## src/rtl/urng_pkg.sv

```systemverilog
// Shared types and constants for the taus88 uniform source: FSM states,
// per-component shift amounts and masks, and the seed minimums.
package urng_pkg;

   typedef enum logic [1:0] {
      FILL_A = 2'd0,
      FILL_B = 2'd1,
      HOLD   = 2'd2
   } state_e;

   // component k: b = ((s << Q) ^ s) >> S ; s' = ((s & MASK) << P) ^ b
   localparam int          S0_Q    = 13;
   localparam int          S0_S    = 19;
   localparam int          S0_P    = 12;
   localparam logic [31:0] S0_MASK = 32'hFFFF_FFFE;

   localparam int          S1_Q    = 2;
   localparam int          S1_S    = 25;
   localparam int          S1_P    = 4;
   localparam logic [31:0] S1_MASK = 32'hFFFF_FFF8;

   localparam int          S2_Q    = 3;
   localparam int          S2_S    = 11;
   localparam int          S2_P    = 17;
   localparam logic [31:0] S2_MASK = 32'hFFFF_FFF0;

   localparam logic [31:0] S0_MIN = 32'd2;
   localparam logic [31:0] S1_MIN = 32'd8;
   localparam logic [31:0] S2_MIN = 32'd16;

endpackage

```

## src/rtl/taus_step.sv

```systemverilog
// One combinational taus88 step: advances all three components and
// returns the combined output word.
module taus_step
   import urng_pkg::*;
(
   input  logic [31:0] s0,
   input  logic [31:0] s1,
   input  logic [31:0] s2,
   output logic [31:0] s0_nxt,
   output logic [31:0] s1_nxt,
   output logic [31:0] s2_nxt,
   output logic [31:0] word
);

   logic [31:0] b0, b1, b2;

   always_comb begin
      b0     = ((s0 << S0_Q) ^ s0) >> S0_S;
      b1     = ((s1 << S1_Q) ^ s1) >> S1_S;
      b2     = ((s2 << S2_Q) ^ s2) >> S2_S;
      s0_nxt = ((s0 & S0_MASK) << S0_P) ^ b0;
      s1_nxt = ((s1 & S1_MASK) << S1_P) ^ b1;
      s2_nxt = ((s2 & S2_MASK) << S2_P) ^ b2;
      word   = s0_nxt ^ s1_nxt ^ s2_nxt;
   end

endmodule

```

## src/rtl/urng_taus.sv

```systemverilog
// taus88 uniform source for Box-Muller: two steps per sample, u0={w0,w1[31:16]},
// u1=w1[15:0]. Define URNG_SAMPLE_CNT_EN to add the sample_cnt handshake counter.
module urng_taus
   import urng_pkg::*;
#(
   parameter logic [31:0] SEED0 = 32'h1234_5678,
   parameter logic [31:0] SEED1 = 32'h8765_4321,
   parameter logic [31:0] SEED2 = 32'hDEAD_BEEF
) (
   input  logic        clk,
   input  logic        rst,
   input  logic        seed_load,
   input  logic [95:0] seed_data,
   input  logic        ready_in,
`ifdef URNG_SAMPLE_CNT_EN
   output logic [31:0] sample_cnt,
`endif
   output logic        valid_out,
   output logic [47:0] u0,
   output logic [15:0] u1
);

   state_e      state, state_nxt;
   logic [31:0] s0, s1, s2, a;
   logic [31:0] s0_nxt, s1_nxt, s2_nxt, a_nxt;
   logic [31:0] st0, st1, st2, word;
   logic [47:0] u0_nxt;
   logic [15:0] u1_nxt;
   logic        vld_nxt;

   // single step unit shared by both fill states
   taus_step u_step (
      .s0     (s0),
      .s1     (s1),
      .s2     (s2),
      .s0_nxt (st0),
      .s1_nxt (st1),
      .s2_nxt (st2),
      .word   (word)
   );

   always_ff @(posedge clk or negedge rst) begin
      if (!rst) begin
         state     <= FILL_A;
         s0        <= SEED0;
         s1        <= SEED1;
         s2        <= SEED2;
         a         <= '0;
         u0        <= '0;
         u1        <= '0;
         valid_out <= 1'b0;
      end else begin
         state     <= state_nxt;
         s0        <= s0_nxt;
         s1        <= s1_nxt;
         s2        <= s2_nxt;
         a         <= a_nxt;
         u0        <= u0_nxt;
         u1        <= u1_nxt;
         valid_out <= vld_nxt;
      end
   end

   always_comb begin
      state_nxt = state;
      s0_nxt    = s0;
      s1_nxt    = s1;
      s2_nxt    = s2;
      a_nxt     = a;
      u0_nxt    = u0;
      u1_nxt    = u1;
      vld_nxt   = valid_out;
      if (seed_load) begin
         // degenerate components would lock the generator; fall back to defaults
         s0_nxt    = (seed_data[31:0]  < S0_MIN) ? SEED0 : seed_data[31:0];
         s1_nxt    = (seed_data[63:32] < S1_MIN) ? SEED1 : seed_data[63:32];
         s2_nxt    = (seed_data[95:64] < S2_MIN) ? SEED2 : seed_data[95:64];
         vld_nxt   = 1'b0;
         state_nxt = FILL_A;
      end else begin
         case (state)
            FILL_A: begin
               {s0_nxt, s1_nxt, s2_nxt} = {st0, st1, st2};
               a_nxt     = word;
               state_nxt = FILL_B;
            end
            FILL_B: begin
               {s0_nxt, s1_nxt, s2_nxt} = {st0, st1, st2};
               u0_nxt    = {a, word[31:16]};
               u1_nxt    = word[15:0];
               vld_nxt   = 1'b1;
               state_nxt = HOLD;
            end
            HOLD: begin
               if (ready_in) begin
                  vld_nxt   = 1'b0;
                  state_nxt = FILL_A;
               end
            end
            default: state_nxt = FILL_A;
         endcase
      end
   end

`ifdef URNG_SAMPLE_CNT_EN
   logic [31:0] cnt_q;

   always_ff @(posedge clk or negedge rst) begin
      if (!rst)                         cnt_q <= '0;
      else if (seed_load)               cnt_q <= '0;
      else if (valid_out && ready_in)   cnt_q <= cnt_q + 32'd1;
   end

   assign sample_cnt = cnt_q;
`endif

endmodule

```

## config.mk

```make
export PLATFORM = sky130hd
export DESIGN_NAME = urng_taus
export DESIGN_NICKNAME = d
export VERILOG_FILES = /design/src/rtl/urng_pkg.sv /design/src/rtl/taus_step.sv /design/src/rtl/urng_taus.sv
export SDC_FILE = /design/constraint.sdc
export NUM_CORES = 1
export LEC_CHECK = 0
export BUFFER_PORTS_ARGS = -buffer_cell sky130_fd_sc_hd__buf_2
export CORE_ASPECT_RATIO = 0.5
export CORE_MARGIN = 4
export CORE_UTILIZATION = 35
export CTS_CLUSTER_DIAMETER = 60
export DETAILED_ROUTE_END_ITERATION = 8
export PLACE_DENSITY = 0.57
export RECOVER_POWER = 25
export SYNTH_ARGS = -nofsm -noshare
export SYNTH_HDL_FRONTEND = slang
export SYNTH_HIERARCHICAL = 1
export SYNTH_SLANG_ARGS = --single-unit
```

## constraint.sdc

```tcl
create_clock -name clk -period 2.7 [get_ports clk]
set_input_delay 0.405 -clock clk [delete_from_list [all_inputs] [get_ports clk]]
set_output_delay 0.405 -clock clk [all_outputs]
set_load 0.02 [all_outputs]
```

=== After elaboration in Yosys (flattened, before gate mapping) ===
Cells that the tools add are included.

* Register bits: 195
* Bits of input ports: 100
* Output and inout port bits: 65
* Logic and storage cells: 45

* Magnitude comparators: 3
* Eq/ne operators: 3
* Mux-type cells: 15
* Bitwise gates (word level): 9
* Reductions and logical operators: 7

{| class="wikitable"
|+ Operators by type and width
! cell !! count
|-
| 32-bit two-way mux || 9
|-
| 32-bit bitwise XOR || 5
|-
| 32-bit by 2-bit < comparator with 1-bit output (second input constant) || 1
|-
| 32-bit by 4-bit < comparator with 1-bit output (second input constant) || 1
|-
| 32-bit by 5-bit < comparator with 1-bit output (second input constant) || 1
|-
| 32-bit by 13-bit bitwise XOR with 32-bit output || 1
|-
| 32-bit by 21-bit bitwise XOR with 32-bit output || 1
|-
| 32-bit by 7-bit bitwise XOR with 32-bit output || 1
|-
| 2-bit case mux with 3 select lines || 1
|-
| 2-bit AND reduction || 3
|-
| 2-bit two-way mux || 2
|-
| 3-bit inequality test (second input constant) || 1
|-
| 3-bit nonzero test || 1
|-
| 2-bit by 1-bit equality test with 1-bit output (second input constant) || 1
|-
| 2-bit equality test (second input constant) || 1
|-
| 2-bit zero test || 1
|-
| 1-bit two-way mux || 2
|-
| 1-bit case mux with 2 select lines || 1
|-
| 2-bit nonzero test || 1
|-
| 2-bit OR reduction || 1
|-
| 1-bit NOT || 1
|}

=== Depth between registers and ports, before layout ===
Gate-level depths: netlist (run 1).

* Depth after elaboration: 4
* Mapped depth: 6
* Gate-level depth less buffers: 4

=== Hierarchy ===
Netlist (run 1), hierarchy kept.

{| class="wikitable"
|+ Modules (own cells, without submodules)
! module !! instances !! cells an instance !! area an instance (µm²) !! seq. area each (µm²)
|-
| urng_taus || 1 || 719 || 8608.3 || 4942.2
|-
| taus_step || 1 || 147 || 1413.9 || 0.0
|}

=== Worst setup path before layout (run 1) ===
OpenSTA, ideal clock, no wires.

* Path kind: input -> register
* Start: input port seed_data[29]
* End: register s0[10]
* Setup time: 0.077 ns
* Data arrival time: 1.572 ns
* Required time: 2.623 ns
* Slack: 1.051 ns
* Stages on the path: 5
* Path buffers: 1
* Cell sequence: or4_4 -> nor4_4 -> nand4_2 -> buf_6 -> a31oi_1

* Word-level cells in the longest chain between the ends: 3

{| class="wikitable"
|+ Ends and longest elaborated chain
! what !! RTL line !! source
|-
| from (decl) || urng_taus.sv:13 || <nowiki>input logic [95:0] seed_data,</nowiki>
|-
| 32-bit by 2-bit < comparator with 1-bit output || urng_taus.sv:75 || <nowiki>s0_nxt = (seed_data[31:0] < S0_MIN) ? SEED0 : seed_data[31:0];</nowiki>
|-
| 32-bit two-way mux || urng_taus.sv:75 ||
|-
| 32-bit two-way mux || urng_taus.sv:73 || <nowiki>if (seed_load) begin</nowiki>
|-
| to (signal assigned) || urng_taus.sv:54 || <nowiki>s0 <= s0_nxt;</nowiki>
|-
| to (decl) || urng_taus.sv:24 || <nowiki>logic [31:0] s0, s1, s2, a;</nowiki>
|}

No other way between the ends.
A chain may end at the register's enable or synchronous reset.

=== Worst setup path after layout (run 1) ===
* Start: register s2[12]
* End: register a[4]

* Word-level cells in the longest chain between the ends: 3

{| class="wikitable"
|+ Ends and longest elaborated chain
! what !! RTL line !! source
|-
| from (decl) || urng_taus.sv:24 ||
|-
| from (signal assigned) || urng_taus.sv:56 || <nowiki>s2 <= s2_nxt;</nowiki>
|-
| 32-bit bitwise XOR || taus_step.sv:20 || <nowiki>b2 = ((s2 << S2_Q) ^ s2) >> S2_S;</nowiki>
|-
| 32-bit by 21-bit bitwise XOR with 32-bit output || taus_step.sv:23 || <nowiki>s2_nxt = ((s2 & S2_MASK) << S2_P) ^ b2;</nowiki>
|-
| net st2[4] || urng_taus.sv:26 || <nowiki>logic [31:0] st0, st1, st2, word;</nowiki>
|-
| 32-bit bitwise XOR || taus_step.sv:24 || <nowiki>word = s0_nxt ^ s1_nxt ^ s2_nxt;</nowiki>
|-
| net word[4] || urng_taus.sv:26 ||
|-
| to (signal assigned) || urng_taus.sv:57 || <nowiki>a <= a_nxt;</nowiki>
|-
| to (decl) || urng_taus.sv:24 ||
|}

The timed path passes the listed nets, and every way through them passes these cells.

==> results of run 1 <==
[layout make-up]
| type | count | area (um^2) |
|---|---|---|
| clock buffer | 20 | 447 |
| multi-input combinational | 488 | 4080 |
| clock inverter | 12 | 219 |
| timing repair buffer | 166 | 911 |
| inverter | 47 | 176 |
| tap | 352 | 440 |
| sequential | 187 | 4740 |
| fill | 2538 | 15700 |
| antenna | 2 | 5.00 |
[through the flow]
| stage | cells | instance area [um^2] | total power [mW] |
|---|---|---|---|
| after floorplan | 829 | 9630 | 6.96 |
| after global routing | 1274 | 11000 | 11.6 |
| after CTS | 1272 | 11000 | 11.2 |
| final | 1274 | 11000 | 11.0 |
| after global placement | 1239 | 10300 | 8.17 |
| after detailed placement | 1239 | 10300 | 8.27 |
[metal layers]
| layer | vias up | routed length, um |
|---|---|---|
| met1 | 3262 | 12100 |
| li1 | 2979 | - |
| met2 | 139 | 12400 |
| met3 | 33 | 1360 |
| met5 | - | 34 |
| met4 | 6 | 478 |
[power breakdown]
group | total [mW] | switching, mW | internal [mW]
sequential | 4.47 | 0.657 | 3.81
combinational | 3.71 | 2.00 | 1.71
clock | 2.85 | 1.09 | 1.76
[registers in the layout (all words and copies together), names as in the netlist]
name and flops:
u0 48, a 32, s0 31, s1 29, s2 28, u1 16
state 2, valid_out 1
[cell usage in the layout (no fill, tap or decap), types with 2 or more instances in the layout]
| master | instances |
|---|---|
| buf_2 | 154 |
| dfrtp_1 | 142 |
| mux2_2 | 91 |
| inv_1 | 47 |
| nor2b_1 | 45 |
| a211oi_1 | 45 |
| a31oi_1 | 45 |
| dfstp_2 | 45 |
| nand2_1 | 44 |
| mux2i_1 | 43 |
| o21ai_0 | 43 |
| xor2_1 | 41 |
| xnor2_1 | 38 |
| nor4_1 | 18 |
| clkbuf_16 | 17 |
| xor3_1 | 13 |
| bufinv_16 | 6 |
| buf_4 | 6 |
| mux2_1 | 5 |
| buf_12 | 4 |
| and4_1 | 3 |
| clkinv_2 | 3 |
| diode_2 | 2 |
| nor3_4 | 2 |
| nand4_2 | 2 |
| a21oi_1 | 2 |
| clkinvlp_4 | 2 |
| clkbuf_1 | 2 |
[how the worst max path moves through the flow]
stage                     slack [ps]     end  depth (start not counted)          start
after global routing             620  u0[19]                          3            rst
after CTS                        770    a[4]                          3         s2[12]
final                            770    a[4]                          3         s2[12]
after detailed placement         380  s2[19]                          6  seed_data[92]
after floorplan                 1070  s0[10]                          5  seed_data[29]
after global placement           410  s2[28]                          6  seed_data[92]
==> out/metrics.cfg, run 1 <==
[power]
leakage_nw=4.80
powerDensity_nw_per_um2=1000
ir_drop_mv=0.458

[logic_synthesis]
yosys_warnings=6
syn_area_per_cell_um2=11.6
netlist_instances=829
synth_nets=929
synthesis.area_um2=9630

[route]
initialDrtViolationCount=528
routed_via_density=5.04
antenna_left=0
drt_wl_total_um=26400
firstDrtPassIters=5
drc_errors=0
vias=6419
wire_per_inst_um=20.7

[setup_path]
critical-path-top-delay-family=XOR/XNOR gates
cp_num_buf_inv=0
cp_data_arrival_time_ps=2260
required_ps=3020
critPathKind=flop to flop
end_kind=flop
slowest_delay_ps=660
rr_startpoint=s2[12]
crit-reg2reg-capture=a[4]
r2r_slack_ps=770
worst_path_max_delay_cell=dfstp_2
cp_cell_sequence=xor2_1, xor3_1, mux2_2
startpoint_type=flop
path_max_fanout=5
reg2reg_depth=3

[min_path]
hold_start=ready_in
min_to=valid_out
hold_path.class=input port to flop
hold_depth=2

[place]
port_buffers=156
pre_cts_slack_ps=383
gp_congestion=0.841
dpl.hpwl_um=19700

[cts]
cts.sinks=187
cts_buffers=17
post_cts_buffers=0
clock_latency_ps=440
cts_tree=done
cts_resized=0
holdBufCountCts=1
clk_pin_slew_worst_paths_ps=70
h-tree-depth=4
max-clock-path-buffers=2
clockRootBuffer=clkbuf_16

[floorplan]
initial_core_util_pct=36.0
die_area_um2=30400
coreArea_um2=26700
die_w_um=243
ioPinCount=165
rows=42
die_h_um=125

[global_routing]
grt_use_met2_pct=27.7
met1_usage_pct=23.7
grt_max_degree=177
grt_pass1_wl_um=40200
grt_pass1_vias=6666
antenna_found_initial=5
busiest_layer=met2
gr-usage-all-layers_pct=17.4
grt.overflow.total=0
use_met3_pct=4.69

[sta]
rsz0062_at_grt=no
report.final.slew_viol_count=0
worstMarginPinSlew_ps=1240
hold_viol_final=0
finalSetupViolCount=0
period_minus_slack_ps=1930
hold_slack_ps=169
post-route-worst-setup-slack_ps=767
fmax_mhz=517
relSlewSlack_pct=17.0
final.period_utilization_pct=71.6
finalSetupTns_ps=0
clock_skew_ps=13.0

[run]
maxCapViolCount=0

[status]
status=finished clean

[final_layout]
area_delta_synth_final_pct=14.3
nets=1007
fin_util_pct=41.2
drive_above_1_share_pct=36.7

Note: power is estimated with default switching activity, not from simulation.
==> run 2: changes to the inputs <==
ABC_AREA = 1   (was unset)
PLACE_DENSITY = 0.56   (was 0.57)
clock period = 1.8 ns   (was 2.7 ns; I/O delays follow)
==> out/metrics.cfg, run 2 <==
[status]
status=finished clean

[final_layout]
drive_above_1_share_pct=22.1  ; -15 points
antenna_cells=0  ; -2
area_delta_synth_final_pct=13.0
largest_register_ffs=48  ; unchanged
reg.largest.list=u0 x48, a x32, s0 x31
final_cell_mix=nand2_1, nor2_1, buf_2, dfrtp_1, o21ai_0
fin_util_pct=40.6  ; -0.54 points
nets=1557  ; +55%
finalNonFillerCells=1861  ; +46%
regMostFlops=u0
nFillCells=3035  ; +20%
fin_area_um2=11900  ; +8.2%
layout_commonest_cell=nand2_1

[place]
pre_cts_slack_ps=220  ; -163 ps
dpl.cell_count=1828  ; +48%
dpl.hpwl_um=23600  ; +20%
gp_congestion=0.876  ; +4.2%
placed_area_um2=11400  ; +9.9%
port_buffers=156  ; unchanged

[route]
antenna_left=0  ; unchanged
vias=8971  ; +40%
routed_via_density=4.82  ; -4.3%
drt_wl_total_um=31400  ; +19%
wire_per_inst_um=16.9  ; -19%
initialDrtViolationCount=729  ; +38%
drc_errors=0  ; unchanged
firstDrtPassIters=5  ; unchanged

[floorplan]
ioPinCount=165  ; unchanged
initial_core_util_pct=35.9  ; -0.062 points
coreArea_um2=29300  ; +9.7%
rows=44  ; +4.8%
die_h_um=131  ; +4.4%
die_area_um2=33100  ; +9.0%
die_w_um=253  ; +4.5%

[sta]
fmax_mhz=629  ; +22%
post-route-worst-setup-slack_ps=210  ; -557 ps
relSlewSlack_pct=45.7  ; +29 points
hold_viol_final=0  ; unchanged
hold_slack_ps=60.4  ; -108 ps
finalSetupTns_ps=0  ; unchanged
worstMarginPinSlew_ps=815  ; -430 ps
period_minus_slack_ps=1590  ; -343 ps
finalSetupViolCount=0  ; unchanged
rsz0062_at_grt=no
clock_skew_ps=9.74  ; -3.30 ps
report.final.slew_viol_count=0  ; unchanged
final.period_utilization_pct=88.3  ; +17 points

[power]
p_int_mw=9.92  ; +36%
finalPower_mw=16.5  ; +49%
p_comb_share_pct=35.7  ; +2.1 points
seqPwrFrac_pct=41.9  ; +1.4 points
ir_drop_mv=0.736  ; +61%
p_sw_mw=6.54  ; +74%
pwr-share-clk_pct=22.4  ; -3.4 points
leakage_nw=6.13  ; +28%
swShare_pct=39.7  ; +5.7 points
powerDensity_nw_per_um2=1380  ; +38%

[global_routing]
grt_max_degree=59  ; -67%
grt_pass1_vias=8629  ; +29%
gr-usage-all-layers_pct=19.3  ; +1.9 points
grt.overflow.total=0  ; unchanged
grt_pass1_wl_um=48800  ; +21%
antenna_found_initial=1  ; -4

[setup_path]
critPathKind=flop to flop
reg2reg_depth=4  ; +1
required_ps=2170  ; -850 ps
end_kind=flop
crit-reg2reg-capture=u0[4]
rr_startpoint=s1[16]
startpoint_type=flop
cp_data_arrival_time_ps=1960  ; -300 ps
crit_end=u0[4]
critPathLaunch=s1[16]
path_max_fanout=3  ; -2
r2r_slack_ps=210  ; -560 ps

[min_path]
hold_path.class=input port to flop

[cts]
clk_pin_slew_worst_paths_ps=70  ; about the same
cts_buffers=17  ; unchanged
cts.sinks=187  ; unchanged
h-tree-depth=4  ; unchanged
cts_resized=0  ; unchanged
max-clock-path-buffers=2  ; unchanged
cts_tree=done
clock_latency_ps=450  ; about the same
clockRootBuffer=clkbuf_16

[run]
maxCapViolCount=0  ; unchanged

[logic_synthesis]
synth_nets=1472  ; +58%
synthesis.area_um2=10500  ; +9.5%
netlist_instances=1372  ; +66%
syn_area_per_cell_um2=7.69  ; -34%
yosys_warnings=6  ; unchanged

## run 2: how the worst min path moves through the flow
stage              from       end  cells past startpoint
5_1_grt        ready_in  state[1]                      2
2_1_floorplan       rst      a[0]                      0
3_5_place_dp        rst    s1[28]                      1
6_report       ready_in  state[1]                      2
4_1_cts        ready_in  state[1]                      2
3_3_place_gp        rst    s1[28]                      1
## run 2: cell type report
type / instances / area [um^2] / share of cell area [%]
Sequential cell: 187 / 4740 / 39.7
Multi-Input combinational cell: 963 / 4640 / 39.0
Clock buffer: 18 / 429 / 3.60
Clock inverter: 14 / 139 / 1.17
Timing Repair Buffer: 185 / 1090 / 9.17
Inverter: 103 / 389 / 3.26
Tap cell: 391 / 489 / 4.10
## run 2: critical path: stages (launching register included)
cell and delay, ps:
dfstp_2 580, xnor2_1 100, xnor2_1 510, inv_1 140, o21ai_0 180
## run 2: power groups by stage
stage / clock network [mW] / logic, mW / registers (mW)
3_5_place_dp: 0 / 5.87 / 6.97
6_report: 3.69 / 5.87 / 6.90
3_3_place_gp: 0 / 5.79 / 6.91
5_1_grt: 3.96 / 6.47 / 7.06
2_1_floorplan: 0 / 3.23 / 7.42
4_1_cts: 3.79 / 5.88 / 6.90
## run 2: layer usage
layer,vias up,wire (um),track usage [%]
met5,-,7,0
met1,4301,15400,28.1
li1,4357,-,-
met3,30,1880,3.50
met2,281,13600,29.8
met4,2,467,4.86
## run 2: timing repair
item	CTS	global route
hold buffers	1	0
buffers inserted	0	0
endpoints found under the hold margin	16	0
==> run 3: changes to the inputs <==
CTS_BUF_LIST = sky130_fd_sc_hd__clkbuf_16   (was unset)
==> out/metrics.cfg, run 3 (same netlist as run 2, synthesis figures left out) <==
[route]
antenna_left=0  ; unchanged
wire_per_inst_um=16.9  ; about the same
vias=8970  ; -0.011%
routed_via_density=4.82  ; about the same
drc_errors=0  ; unchanged
drt_wl_total_um=31400  ; about the same
initialDrtViolationCount=722  ; -0.96%
firstDrtPassIters=5  ; unchanged

[global_routing]
met1_usage_pct=28.1  ; unchanged
grt_pass1_wl_um=48800  ; unchanged
grt.overflow.total=0  ; unchanged
antenna_found_initial=1  ; unchanged
use_met3_pct=3.50  ; unchanged
gr-usage-all-layers_pct=19.3  ; unchanged
grt_max_degree=59  ; unchanged
grt_use_met2_pct=29.8  ; unchanged
busiest_layer=met2
grt_pass1_vias=8629  ; unchanged

[floorplan]
rows=44  ; unchanged
coreArea_um2=29300  ; unchanged
die_area_um2=33100  ; unchanged
die_h_um=131  ; unchanged
ioPinCount=165  ; unchanged
die_w_um=253  ; unchanged
initial_core_util_pct=35.9  ; unchanged

[setup_path]
critPathKind=flop to flop
path_max_fanout=3  ; unchanged
required_ps=2170  ; about the same
startpoint_type=flop
end_kind=flop
cp_data_arrival_time_ps=1960  ; about the same

[sta]
worstMarginPinSlew_ps=815  ; -0.00119 ps
period_minus_slack_ps=1590  ; +0.00100 ps
rsz0062_at_grt=no
hold_viol_final=0  ; unchanged
fmax_mhz=629  ; unchanged
clock_skew_ps=10.2  ; +0.479 ps
finalSetupViolCount=0  ; unchanged
finalSetupTns_ps=0  ; unchanged
report.final.slew_viol_count=0  ; unchanged
post-route-worst-setup-slack_ps=210  ; -0.00100 ps
final.period_utilization_pct=88.3  ; about the same
relSlewSlack_pct=45.7  ; about the same

[power]
leakage_nw=6.14  ; about the same
ir_drop_mv=0.736  ; about the same
powerDensity_nw_per_um2=1380  ; about the same

[final_layout]
nets=1557  ; unchanged
layout_commonest_cell=nand2_1
regMostFlops=u0
antenna_cells=0  ; unchanged
finalNonFillerCells=1861  ; unchanged
largest_register_ffs=48  ; unchanged
nFillCells=3035  ; unchanged
seqCellArea_um2=4740  ; unchanged
multi_input_area_um2=4640  ; unchanged
drive_above_1_share_pct=22.1  ; unchanged
final_cell_mix=nand2_1, nor2_1, buf_2, dfrtp_1, o21ai_0
reg.largest.list=u0 x48, a x32, s0 x31
area_delta_synth_final_pct=13.0  ; unchanged

[status]
status=finished clean

[cts]
cts_tree=done
h-tree-depth=4  ; unchanged
clock_latency_ps=450  ; about the same
clockRootBuffer=clkbuf_16
cts_buffers=17  ; unchanged
clk_pin_slew_worst_paths_ps=70  ; about the same
post_cts_buffers=0  ; unchanged
max-clock-path-buffers=2  ; unchanged
cts.sinks=187  ; unchanged

[place]
dpl.cell_count=1828  ; unchanged
pre_cts_slack_ps=220  ; unchanged
port_buffers=156  ; unchanged
dpl.hpwl_um=23600  ; unchanged
gp_congestion=0.876  ; unchanged

[min_path]
hold_path.class=input port to flop

[run]
maxCapViolCount=0  ; unchanged

[run 3: final cells by class]
| cell class | count | share of cell area [%] |
|---|---|---|
| Tap cell | 391 | 4.10 |
| Inverter | 103 | 3.26 |
| Multi-Input combinational cell | 963 | 39.0 |
| Timing Repair Buffer | 185 | 9.17 |
| Clock inverter | 15 | 1.20 |
| Sequential cell | 187 | 39.7 |
| Clock buffer | 17 | 3.57 |
[run 3: where the power goes]
part	leakage, nW	internal (mW)	switching (mW)	total, mW
clock network	0.278	1.94	1.75	3.69
registers	2.22	5.70	1.20	6.90
logic	3.64	2.28	3.59	5.87
[run 3: per-layer routing]
metal | share of wire (%) | routed length, um | vias to the layer above
met4 | 1.5 | 467 | 2
met1 | 49 | 15400 | 4301
met3 | 6.0 | 1880 | 30
met5 | 0.022 | 7 | -
met2 | 44 | 13700 | 281
li1 | - | - | 4356
[run 3: timing repair]
action                                 4_1_cts  5_1_grt
endpoints found under the hold margin       16        0
hold buffers                                 1        0
resized for setup                            0        0
[run 3: path summary, 6_finish.rpt]
check | from | end | slack, ps | cells after the start
min | ready_in | state[1] | 60 | 2
min reg2reg | s2[30] | s2[30] | 480 | 2
max reg2reg | s1[16] | u0[4] | 210 | 4
min in group asynchronous | rst | s1[6] | 340 | 2
max | s1[16] | u0[4] | 210 | 4
max in group asynchronous | rst | s2[29] | 360 | 3
[run 3: critical path, stage by stage (launching register included)]
cell,delay [ps]
dfstp_2,580
xnor2_1,100
xnor2_1,510
inv_1,140
o21ai_0,180
[run 3: stage by stage]
| stage | hold slack [ps] | util (%) | instance area (um^2) | power (mW) |
|---|---|---|---|---|
| floorplan | -25.6 | - | 10500 | 10.6 |
| global placement | 247 | 38.7 | 11400 | 12.7 |
| CTS | 26.4 | 40.7 | 11900 | 16.6 |
| detailed placement | 245 | 38.7 | 11400 | 12.8 |
| finish | 60.5 | 40.6 | 11900 | 16.5 |
| global route | 54.8 | 40.6 | 11900 | 17.5 |
